### src/rtl/vst_pattern_gen.sv
// Video test-pattern source: emits an optional control packet followed by a
// video packet per frame on a valid/ready stream (ready latency 0).
// Optional control packet enabled by macro VST_PATTERN_GEN_CTRL_PKT_EN.
module vst_pattern_gen #(
  parameter int unsigned           DATA_WIDTH    = 10,
  parameter int unsigned           IM_WIDTH      = 720,
  parameter int unsigned           IM_HEIGHT     = 576,
  parameter logic [3:0]            IM_INTERLACED = 4'd0,
  parameter logic [DATA_WIDTH-1:0] FILL_VALUE    = DATA_WIDTH'(512)
) (
  input  logic                  clk,
  input  logic                  rst_n,
  input  logic                  enable,
  input  logic [1:0]            pattern_sel,
  output logic [DATA_WIDTH-1:0] dout_data,
  output logic                  dout_valid,
  input  logic                  dout_ready,
  output logic                  dout_startofpacket,
  output logic                  dout_endofpacket,
  output logic                  frame_done
);

  localparam int unsigned   CW       = 16;
  localparam int unsigned   BAR_LEN  = IM_WIDTH / 8;
  localparam logic [CW-1:0] X_LAST   = CW'(IM_WIDTH - 1);
  localparam logic [CW-1:0] Y_LAST   = CW'(IM_HEIGHT - 1);
  localparam logic [CW-1:0] BAR_LAST = CW'(BAR_LEN - 1);

  localparam logic [2:0] S_IDLE      = 3'd0;
  localparam logic [2:0] S_VID_HDR   = 3'd3;
  localparam logic [2:0] S_VID_DATA  = 3'd4;
`ifdef VST_PATTERN_GEN_CTRL_PKT_EN
  localparam logic [2:0] S_CTRL_HDR  = 3'd1;
  localparam logic [2:0] S_CTRL_BODY = 3'd2;
  localparam logic [15:0] W16 = 16'(IM_WIDTH);
  localparam logic [15:0] H16 = 16'(IM_HEIGHT);

  // Control-packet body nibble for beat index 0..8
  function automatic logic [3:0] ctrl_nib(input logic [3:0] idx);
    case (idx)
      4'd0:    ctrl_nib = W16[15:12];
      4'd1:    ctrl_nib = W16[11:8];
      4'd2:    ctrl_nib = W16[7:4];
      4'd3:    ctrl_nib = W16[3:0];
      4'd4:    ctrl_nib = H16[15:12];
      4'd5:    ctrl_nib = H16[11:8];
      4'd6:    ctrl_nib = H16[7:4];
      4'd7:    ctrl_nib = H16[3:0];
      4'd8:    ctrl_nib = IM_INTERLACED;
      default: ctrl_nib = 4'd0;
    endcase
  endfunction

  logic [3:0] beat_q, beat_d;
`endif

  // Pixel value for the latched pattern at (px, py) in bar b
  function automatic logic [DATA_WIDTH-1:0] pix(input logic [1:0] sel,
                                                input logic [CW-1:0] px,
                                                input logic [CW-1:0] py,
                                                input logic [2:0] b);
    case (sel)
      2'd0:    pix = FILL_VALUE;
      2'd1:    pix = DATA_WIDTH'(px);
      2'd2:    pix = DATA_WIDTH'({b, {(DATA_WIDTH-3){1'b0}}});
      default: pix = (px[4] ^ py[4]) ? '1 : '0;
    endcase
  endfunction

  logic [2:0]            state_q, state_d;
  logic [1:0]            pat_q, pat_d;
  logic [CW-1:0]         x_q, x_d, y_q, y_d, bcnt_q, bcnt_d;
  logic [2:0]            bar_q, bar_d;
  logic [DATA_WIDTH-1:0] data_q, data_d;
  logic                  valid_q, valid_d, sop_q, sop_d, eop_q, eop_d;
  logic                  fd_q, fd_d;

  logic [CW-1:0] nx, ny, nbcnt;
  logic [2:0]    nbar;
  logic          line_end, bar_end, frame_last, n_last;

  // Raster position of the pixel that follows the one on the output
  always_comb begin
    line_end   = (x_q == X_LAST);
    bar_end    = (bcnt_q == BAR_LAST);
    frame_last = line_end && (y_q == Y_LAST);
    nx         = line_end ? '0 : CW'(x_q + 16'd1);
    ny         = line_end ? CW'(y_q + 16'd1) : y_q;
    nbcnt      = (line_end || bar_end) ? '0 : CW'(bcnt_q + 16'd1);
    nbar       = line_end ? 3'd0 : (bar_end ? 3'(bar_q + 3'd1) : bar_q);
    n_last     = (nx == X_LAST) && (ny == Y_LAST);
  end

  // Next-state and output-register logic; a beat advances only on transfer
  always_comb begin
    state_d = state_q;
    pat_d   = pat_q;
    x_d     = x_q;
    y_d     = y_q;
    bcnt_d  = bcnt_q;
    bar_d   = bar_q;
    data_d  = data_q;
    valid_d = valid_q;
    sop_d   = sop_q;
    eop_d   = eop_q;
    fd_d    = 1'b0;
`ifdef VST_PATTERN_GEN_CTRL_PKT_EN
    beat_d  = beat_q;
`endif
    case (state_q)
      S_IDLE: begin
        valid_d = 1'b0;
        sop_d   = 1'b0;
        eop_d   = 1'b0;
        data_d  = '0;
        if (enable) begin
          pat_d   = pattern_sel;
          valid_d = 1'b1;
          sop_d   = 1'b1;
`ifdef VST_PATTERN_GEN_CTRL_PKT_EN
          state_d = S_CTRL_HDR;
          data_d  = DATA_WIDTH'(4'hF);
`else
          state_d = S_VID_HDR;
`endif
        end
      end
`ifdef VST_PATTERN_GEN_CTRL_PKT_EN
      S_CTRL_HDR: begin
        if (dout_ready) begin
          state_d = S_CTRL_BODY;
          beat_d  = 4'd0;
          data_d  = DATA_WIDTH'(ctrl_nib(4'd0));
          sop_d   = 1'b0;
          eop_d   = 1'b0;
        end
      end
      S_CTRL_BODY: begin
        if (dout_ready) begin
          if (beat_q == 4'd8) begin
            state_d = S_VID_HDR;
            data_d  = '0;
            sop_d   = 1'b1;
            eop_d   = 1'b0;
          end else begin
            beat_d  = 4'(beat_q + 4'd1);
            data_d  = DATA_WIDTH'(ctrl_nib(4'(beat_q + 4'd1)));
            eop_d   = (beat_q == 4'd7);
          end
        end
      end
`endif
      S_VID_HDR: begin
        if (dout_ready) begin
          state_d = S_VID_DATA;
          x_d     = '0;
          y_d     = '0;
          bcnt_d  = '0;
          bar_d   = 3'd0;
          data_d  = pix(pat_q, '0, '0, 3'd0);
          sop_d   = 1'b0;
          eop_d   = 1'b0;
        end
      end
      S_VID_DATA: begin
        if (dout_ready) begin
          if (frame_last) begin
            state_d = S_IDLE;
            valid_d = 1'b0;
            eop_d   = 1'b0;
            data_d  = '0;
            fd_d    = 1'b1;
            x_d     = '0;
            y_d     = '0;
            bcnt_d  = '0;
            bar_d   = 3'd0;
          end else begin
            x_d     = nx;
            y_d     = ny;
            bcnt_d  = nbcnt;
            bar_d   = nbar;
            data_d  = pix(pat_q, nx, ny, nbar);
            eop_d   = n_last;
          end
        end
      end
      default: begin
        state_d = S_IDLE;
        valid_d = 1'b0;
        sop_d   = 1'b0;
        eop_d   = 1'b0;
        data_d  = '0;
      end
    endcase
  end

  // State and output registers
  always_ff @(posedge clk or negedge rst_n) begin
    if (!rst_n) begin
      state_q <= S_IDLE;
      pat_q   <= 2'd0;
      x_q     <= '0;
      y_q     <= '0;
      bcnt_q  <= '0;
      bar_q   <= 3'd0;
      data_q  <= '0;
      valid_q <= 1'b0;
      sop_q   <= 1'b0;
      eop_q   <= 1'b0;
      fd_q    <= 1'b0;
`ifdef VST_PATTERN_GEN_CTRL_PKT_EN
      beat_q  <= 4'd0;
`endif
    end else begin
      state_q <= state_d;
      pat_q   <= pat_d;
      x_q     <= x_d;
      y_q     <= y_d;
      bcnt_q  <= bcnt_d;
      bar_q   <= bar_d;
      data_q  <= data_d;
      valid_q <= valid_d;
      sop_q   <= sop_d;
      eop_q   <= eop_d;
      fd_q    <= fd_d;
`ifdef VST_PATTERN_GEN_CTRL_PKT_EN
      beat_q  <= beat_d;
`endif
    end
  end

  assign dout_data          = data_q;
  assign dout_valid         = valid_q;
  assign dout_startofpacket = sop_q;
  assign dout_endofpacket   = eop_q;
  assign frame_done         = fd_q;

endmodule

### config.mk
export PLATFORM = sky130hd
export DESIGN_NAME = vst_pattern_gen
export DESIGN_NICKNAME = d
export VERILOG_FILES = /design/src/rtl/vst_pattern_gen.sv
export SDC_FILE = /design/constraint.sdc
export NUM_CORES = 1
export LEC_CHECK = 0
export CORE_UTILIZATION = 40
export DETAILED_ROUTE_END_ITERATION = 8
export HOLD_SLACK_MARGIN = 0.15
export PLACE_DENSITY = 0.54
export SYNTH_ARGS = -nofsm -noshare
export SYNTH_HDL_FRONTEND = slang
export SYNTH_SLANG_ARGS = --single-unit
### constraint.sdc
create_clock -name clk -period 7 [get_ports clk]
set_input_delay 1.05 -clock clk [delete_from_list [all_inputs] [get_ports clk]]
set_output_delay 1.05 -clock clk [all_outputs]
set_load 0.1 [all_outputs]
==> impl_metrics.json, run 1 <==
{
  "outcome": "finished, final reports clean",
  "synth_fp_nets": 494,
  "grt_usage": 0.213,
  "clk-insertion-delay-late_ns": 0.34,
  "globalplace.congestion": 0.817,
  "clock_network_fraction_of_design_power": 0.290,
  "clkSlewWorstSetupHoldPaths_ns": 0.09,
  "synth_seq_cells": 69,
  "io_buffers": 19,
  "layout.cells.most_common": "sky130_fd_sc_hd__dfrtp_1",
  "final_layout_size_suffix_gt1_frac": 0.0801,
  "fraction_of_the_yosys_area_taken_by_sequential_cells": 0.404,
  "fin_worst_skew_ns": 0.00902,
  "hold-path-endpoint": "dout_data[2]$_DFFE_PN0P_",
  "cts.sinks": 69,
  "mostFrequentLayoutCells": "sky130_fd_sc_hd__dfrtp_1 (69), sky130_fd_sc_hd__nand2_1 (58), sky130_fd_sc_hd__o21ai_0 (56)",
  "power.share.sequential": 0.366,
  "maxCapViolCount": 0,
  "dr_total_vias": 3599,
  "wl_per_cell_um": 17.5,
  "cp_data_required_time_ns": 7.23,
  "grt_setup_unrepaired": "no",
  "report.power.total_w": 0.00130,
  "h-tree-depth": 3,
  "coreArea_um2": 10300,
  "fp.dieH_um": 105,
  "num_io_pins": 20,
  "power.combinational.fraction": 0.344,
  "power_per_cell_area_nw_per_um2": 276,
  "tightestPinTransition_ns": 1.25,
  "final.setup.tns_ns": 0,
  "first_global_vias": 3485,
  "min_period_ns": 3.63,
  "cts_stage_hold_buffer_count": 0,
  "grt_first_pass_wirelength_um": 18500,
  "fp.dieW_um": 105,
  "swShare": 0.405,
  "syn-mean-instance-area_um2": 8.91,
  "synthesis.yosys.warnings": 0,
  "place.detailed.hpwl_um": 7420,
  "detail_route.drc_violations": 0,
  "flow.area_growth_from_synthesis_pct": 10.7,
  "timing.rr.end": "y_q[1]$_DFFE_PN0P_",
  "arrival_worst_endpoint_ns": 3.86,
  "crit_path_end_kind": "register",
  "grt_start_max_net_pins": 70,
  "power_switching_w": 0.000528,
  "critical_path_peak_fanout": 17,
  "grt_remaining_overflow": 0,
  "synth_cell_types": 61,
  "route.detailed.vias_per_inst": 5.78,
  "start_util": 0.414,
  "postSynthCellCount": 479,
  "worst-r2r-cell-count": 8,
  "placementRows": 37,
  "wirelength_um": 10900,
  "timing.final.max_slew_violations": 0,
  "critPathLaunchType": "input pin",
  "critPathKind": "in -> reg",
  "cellLeakagePower_nw": 1.88,
  "worst_ir_drop_vdd_mv": 0.120,
  "ff2ff_setup_slack_ns": 3.42,
  "setup_viol": 0,
  "antenna_cells": 0,
  "post_cts_resized": 0,
  "cts_tree": "done",
  "clk_root_buffer_cell": "sky130_fd_sc_hd__clkbuf_8",
  "drtAntennaViolNets": 0,
  "post_synth_instance_area_um2": 4270,
  "synth-edff-count": 0,
  "cts-buffers-inserted": 9,
  "hold_violations": 0,
  "grt_antenna_before_repair": 0,
  "timing.hold.worst_path_depth": 1,
  "synth-main-ff-cell": "sky130_fd_sc_hd__dfrtp_1",
  "die-area_um2": 11100,
  "min_period_over_period": 0.518,
  "hold_path_startpoint": "dout_data[2]$_DFFE_PN0P_",
  "achievable-frequency_mhz": 276,
  "final_nets": 497,
  "cts_setup_buffers": 0,
  "hold_path.class": "reg -> reg",
  "fillerInstances": 1018,
  "dr.first_iter.drc_count": 193,
  "max_slew_margin": 0.166,
  "drt_pass1_iterations": 4,
  "postSynth.asyncResetShare": 1.00,
  "power_internal_w": 0.000777,
  "reg2reg_from": "x_q[0]$_DFFE_PN0P_",
  "clock_tree.buffer_depth": 2
}
-- area by class of cell --
cell class,count,area [um2],share of cell area
Tap cell,136,170,0.0360
Clock buffer,10,138,0.0291
Inverter,10,37.5,0.00794
Clock inverter,6,86.3,0.0183
Sequential cell,69,1730,0.365
Multi-Input combinational cell,371,2370,0.501
Timing Repair Buffer,21,200,0.0424
-- Yosys cell counts (6+ instances only) --
master | instances | area share
sky130_fd_sc_hd__nand3_1 | 22 | 0.026
sky130_fd_sc_hd__a31oi_1 | 9 | 0.013
sky130_fd_sc_hd__and4_1 | 10 | 0.021
sky130_fd_sc_hd__a22o_1 | 7 | 0.014
sky130_fd_sc_hd__nor4_1 | 8 | 0.012
sky130_fd_sc_hd__nand2_1 | 58 | 0.051
sky130_fd_sc_hd__dfrtp_1 | 69 | 0.40
sky130_fd_sc_hd__mux2_2 | 6 | 0.016
sky130_fd_sc_hd__nand4_1 | 14 | 0.021
sky130_fd_sc_hd__xnor2_1 | 16 | 0.033
sky130_fd_sc_hd__nor3_1 | 15 | 0.018
sky130_fd_sc_hd__inv_1 | 9 | 0.0079
sky130_fd_sc_hd__o31ai_1 | 18 | 0.032
sky130_fd_sc_hd__clkbuf_1 | 19 | 0.017
sky130_fd_sc_hd__and3_1 | 7 | 0.010
sky130_fd_sc_hd__o21ai_0 | 57 | 0.067
sky130_fd_sc_hd__a21oi_1 | 14 | 0.016
sky130_fd_sc_hd__nor2_1 | 27 | 0.024
sky130_fd_sc_hd__xor2_1 | 8 | 0.016
sky130_fd_sc_hd__ha_1 | 9 | 0.026
sky130_fd_sc_hd__and2_1 | 8 | 0.012
-- critical path: stages --
cell and delay (ns):
sky130_fd_sc_hd__clkdlybuf4s50_1 0.61, sky130_fd_sc_hd__inv_1 0.09, sky130_fd_sc_hd__nor2_1 0.95, sky130_fd_sc_hd__nand2_1 0.65, sky130_fd_sc_hd__o41ai_1 0.50
-- flip-flops by register name, indices dropped and copies added (netlist names), 2 cells and up --
| register | count |
|---|---|
| bar_q | 3 |
| bcnt_q | 16 |
| dout_data | 10 |
| pat_q | 2 |
| state_q | 2 |
| x_q | 16 |
| y_q | 16 |
-- routing by layer --
layer	GRT usage	wire length (um)
met1	0.295	5270
met2	0.341	5200
met3	0.0365	352
met4	0.0614	69
met5	0	0
-- power by group through the flow --
stage          clock, W  combinational [W]  sequential (W)
6_report       0.000379           0.000448        0.000478
4_1_cts        0.000386           0.000452        0.000478
5_1_grt        0.000405           0.000489        0.000486
2_1_floorplan         0           0.000256        0.000557
3_5_place_dp          0           0.000450        0.000486
3_3_place_gp          0           0.000446        0.000485
-- stage by stage --
step | setup WS (ns) | cell area [um2] | utilization | hold WS, ns | instances
2_1_floorplan | 4.53 | 4270 | - | 0.473 | 479
3_3_place_gp | 3.12 | 4500 | 0.436 | 0.480 | 607
3_5_place_dp | 3.03 | 4500 | 0.436 | 0.485 | 607
4_1_cts | 3.40 | 4730 | 0.458 | 0.504 | 623
5_1_grt | 3.10 | 4730 | 0.458 | 0.523 | 623
6_report | 3.37 | 4730 | 0.458 | 0.495 | 623
-- cells by family (layout without fill, tap and decap cells) --
family                     Yosys count  in the layout  synth area share
xor gates and xnor gates            24             24            0.0492
AOI/OAI and AO/OA                  133            133             0.203
DFF                                 69             69             0.404
muxes                               10             10            0.0252
adders and majority gates            9              9            0.0264
and+or+nand+nor                    195            195             0.250
buffers and inverters               39             47            0.0416
-- worst max path at each step --
stage | startpoint | to | cells after the start
2_1_floorplan | x_q[0]$_DFFE_PN0P_ | dout_data[9]$_DFFE_PN0P_ | 9
3_3_place_gp | dout_ready | y_q[7]$_DFFE_PN0P_ | 5
3_5_place_dp | dout_ready | y_q[7]$_DFFE_PN0P_ | 5
4_1_cts | dout_ready | y_q[7]$_DFFE_PN0P_ | 5
5_1_grt | x_q[0]$_DFFE_PN0P_ | y_q[1]$_DFFE_PN0P_ | 8
6_report | dout_ready | y_q[7]$_DFFE_PN0P_ | 5
(Power assumes the default switching activity.)
==> inputs of run 2 (changes only) <==
Clock period 7 ns to 3.35 ns, I/O delays scaled along.
==> impl_metrics.json, run 2 (synthesis gave the netlist of run 1 again) <==
{
  "io_buffers": 19,
  "clkSlewWorstSetupHoldPaths_ns": 0.08,
  "grt_usage": 0.221,
  "dpl_cell_area_um2": 4560,
  "place.detailed.hpwl_um": 7790,
  "fp.dieW_um": 105,
  "crit_path_end_kind": "register",
  "preCtsSetupSlack_ns": 0.527,
  "layout.area.seq_um2": 1730,
  "grt_remaining_overflow": 0,
  "h-tree-depth": 3,
  "cp.buffers_inverters": 1,
  "grt_setup_unrepaired": "no",
  "drt_pass1_iterations": 5,
  "wirelength_um": 11100,
  "critPathKind": "reg -> reg",
  "layout.cells.most_common": "sky130_fd_sc_hd__dfrtp_1",
  "multi_input_area_um2": 2370,
  "final_nets": 505,
  "hold_path.class": "reg -> reg",
  "hold_violations": 0,
  "critical_path_peak_fanout": 13,
  "num_io_pins": 20,
  "dr_total_vias": 3753,
  "clock_tree.buffer_depth": 2,
  "fin_worst_skew_ns": 0.0144,
  "antenna_cells": 0,
  "final_layout_size_suffix_gt1_frac": 0.0889,
  "power_per_cell_area_nw_per_um2": 584,
  "mostFrequentLayoutCells": "sky130_fd_sc_hd__dfrtp_1 (69), sky130_fd_sc_hd__nand2_1 (58), sky130_fd_sc_hd__o21ai_0 (56)",
  "maxCapViolCount": 0,
  "route.detailed.vias_per_inst": 5.95,
  "post_layout_nonfiller_instances": 631,
  "max_slew_margin": 0.348,
  "grt_antenna_before_repair": 0,
  "report.power.total_w": 0.00281,
  "final_area_um2": 4810,
  "clk-insertion-delay-late_ns": 0.37,
  "outcome": "finished, final reports clean",
  "clk_root_buffer_cell": "sky130_fd_sc_hd__clkbuf_8",
  "setup_ws_ns": 0.518,
  "final.setup.tns_ns": 0,
  "cellLeakagePower_nw": 1.93,
  "worst_ir_drop_vdd_mv": 0.293,
  "grt_first_pass_wirelength_um": 18900,
  "flow.area_growth_from_synthesis_pct": 12.6,
  "dr.first_iter.drc_count": 206,
  "first_global_vias": 3631,
  "setup_viol": 0,
  "wl_per_cell_um": 17.6,
  "cp_data_required_time_ns": 3.58,
  "cts.sinks": 69,
  "fp.dieH_um": 105,
  "critPathLaunchType": "register",
  "die-area_um2": 11100,
  "cp_slowest_stage_delay_ns": 0.48,
  "largestRegisters": "bcnt_q (16), x_q (16), y_q (16)",
  "tightestPinTransition_ns": 0.975,
  "coreArea_um2": 10300,
  "globalplace.congestion": 0.842,
  "placementRows": 37,
  "post_cts_resized": 0,
  "min_period_over_period": 0.845,
  "arrival_worst_endpoint_ns": 3.06,
  "cts-buffers-inserted": 9,
  "detail_route.drc_violations": 0,
  "crit_path_cell_trace": "ha_1 -> and3_4 -> and4_1 -> nand4_4 -> o31ai_4 -> inv_2 -> nand2_1 -> o21ai_0",
  "fillerInstances": 988,
  "grt_start_max_net_pins": 38,
  "achievable-frequency_mhz": 353,
  "start_util": 0.414,
  "drtAntennaViolNets": 0,
  "cts_tree": "done",
  "cp_slowest_cell": "sky130_fd_sc_hd__o31ai_4",
  "dp_cells": 614,
  "min_period_ns": 2.83,
  "timing.final.max_slew_violations": 0,
  "worst_path_dominant_cell_family": "simple AND/OR/NAND/NOR gates"
}
[run 2: cell count changes in the layout (fill, tap and decap cells not counted), sizes merged]
| cell | change |
|---|---|
| clkinvlp | -1 |
| bufinv | +1 |
| buf | +7 |
| dlygate4sd3 | +1 |
| clkinv | -2 |
| clkbuf | +2 |
[run 2: what timing repair did]
action / 4_1_cts / 5_1_grt
buffers inserted: 0 / 0
hold buffers: 1 / 0
hold endpoints to repair: 18 / 0
[run 2: where the power goes]
part	internal (W)	switching (W)
clock network	0.000515	0.000332
registers	0.000901	0.0000982
logic	0.000309	0.000653
[run 2: final timing paths]
path	slack, ns	depth (start not counted)	start	endpoint
hold / removal	0.49	1	dout_data[3]$_DFFE_PN0P_	dout_data[3]$_DFFE_PN0P_
setup / recovery	0.52	8	x_q[0]$_DFFE_PN0P_	y_q[1]$_DFFE_PN0P_
setup reg to reg	0.52	8	x_q[0]$_DFFE_PN0P_	y_q[1]$_DFFE_PN0P_
min in group asynchronous	0.61	2	rst_n	x_q[7]$_DFFE_PN0P_
hold reg to reg	0.49	1	dout_data[3]$_DFFE_PN0P_	dout_data[3]$_DFFE_PN0P_
max in group asynchronous	1.98	3	rst_n	y_q[14]$_DFFE_PN0P_
[run 2: stage by stage]
stage,hold slack (ns),util
after CTS,0.499,0.466
after global routing,0.521,0.466
final,0.494,0.466
after detailed placement,0.482,0.441
after floorplan,0.207,-
after global placement,0.471,0.441
[run 2: routing by layer]
metal  vias up  track usage  part of all wire
met3        21       0.0365             0.037
met4         0        0.102             0.023
met2        91        0.344              0.47
met5         -            0                 0
met1      1846        0.301              0.47
li1       1795            -                 -
[run 2: area by class of cell]
| cell class | count | share of cell area |
|---|---|---|
| repair buffers | 29 | 0.0547 |
| multi-input cells | 371 | 0.493 |
| clock buffers | 12 | 0.0302 |
| clock inverters | 4 | 0.0198 |
| well taps | 136 | 0.0354 |
| flip-flops and latches | 69 | 0.359 |
| inverters | 10 | 0.00781 |
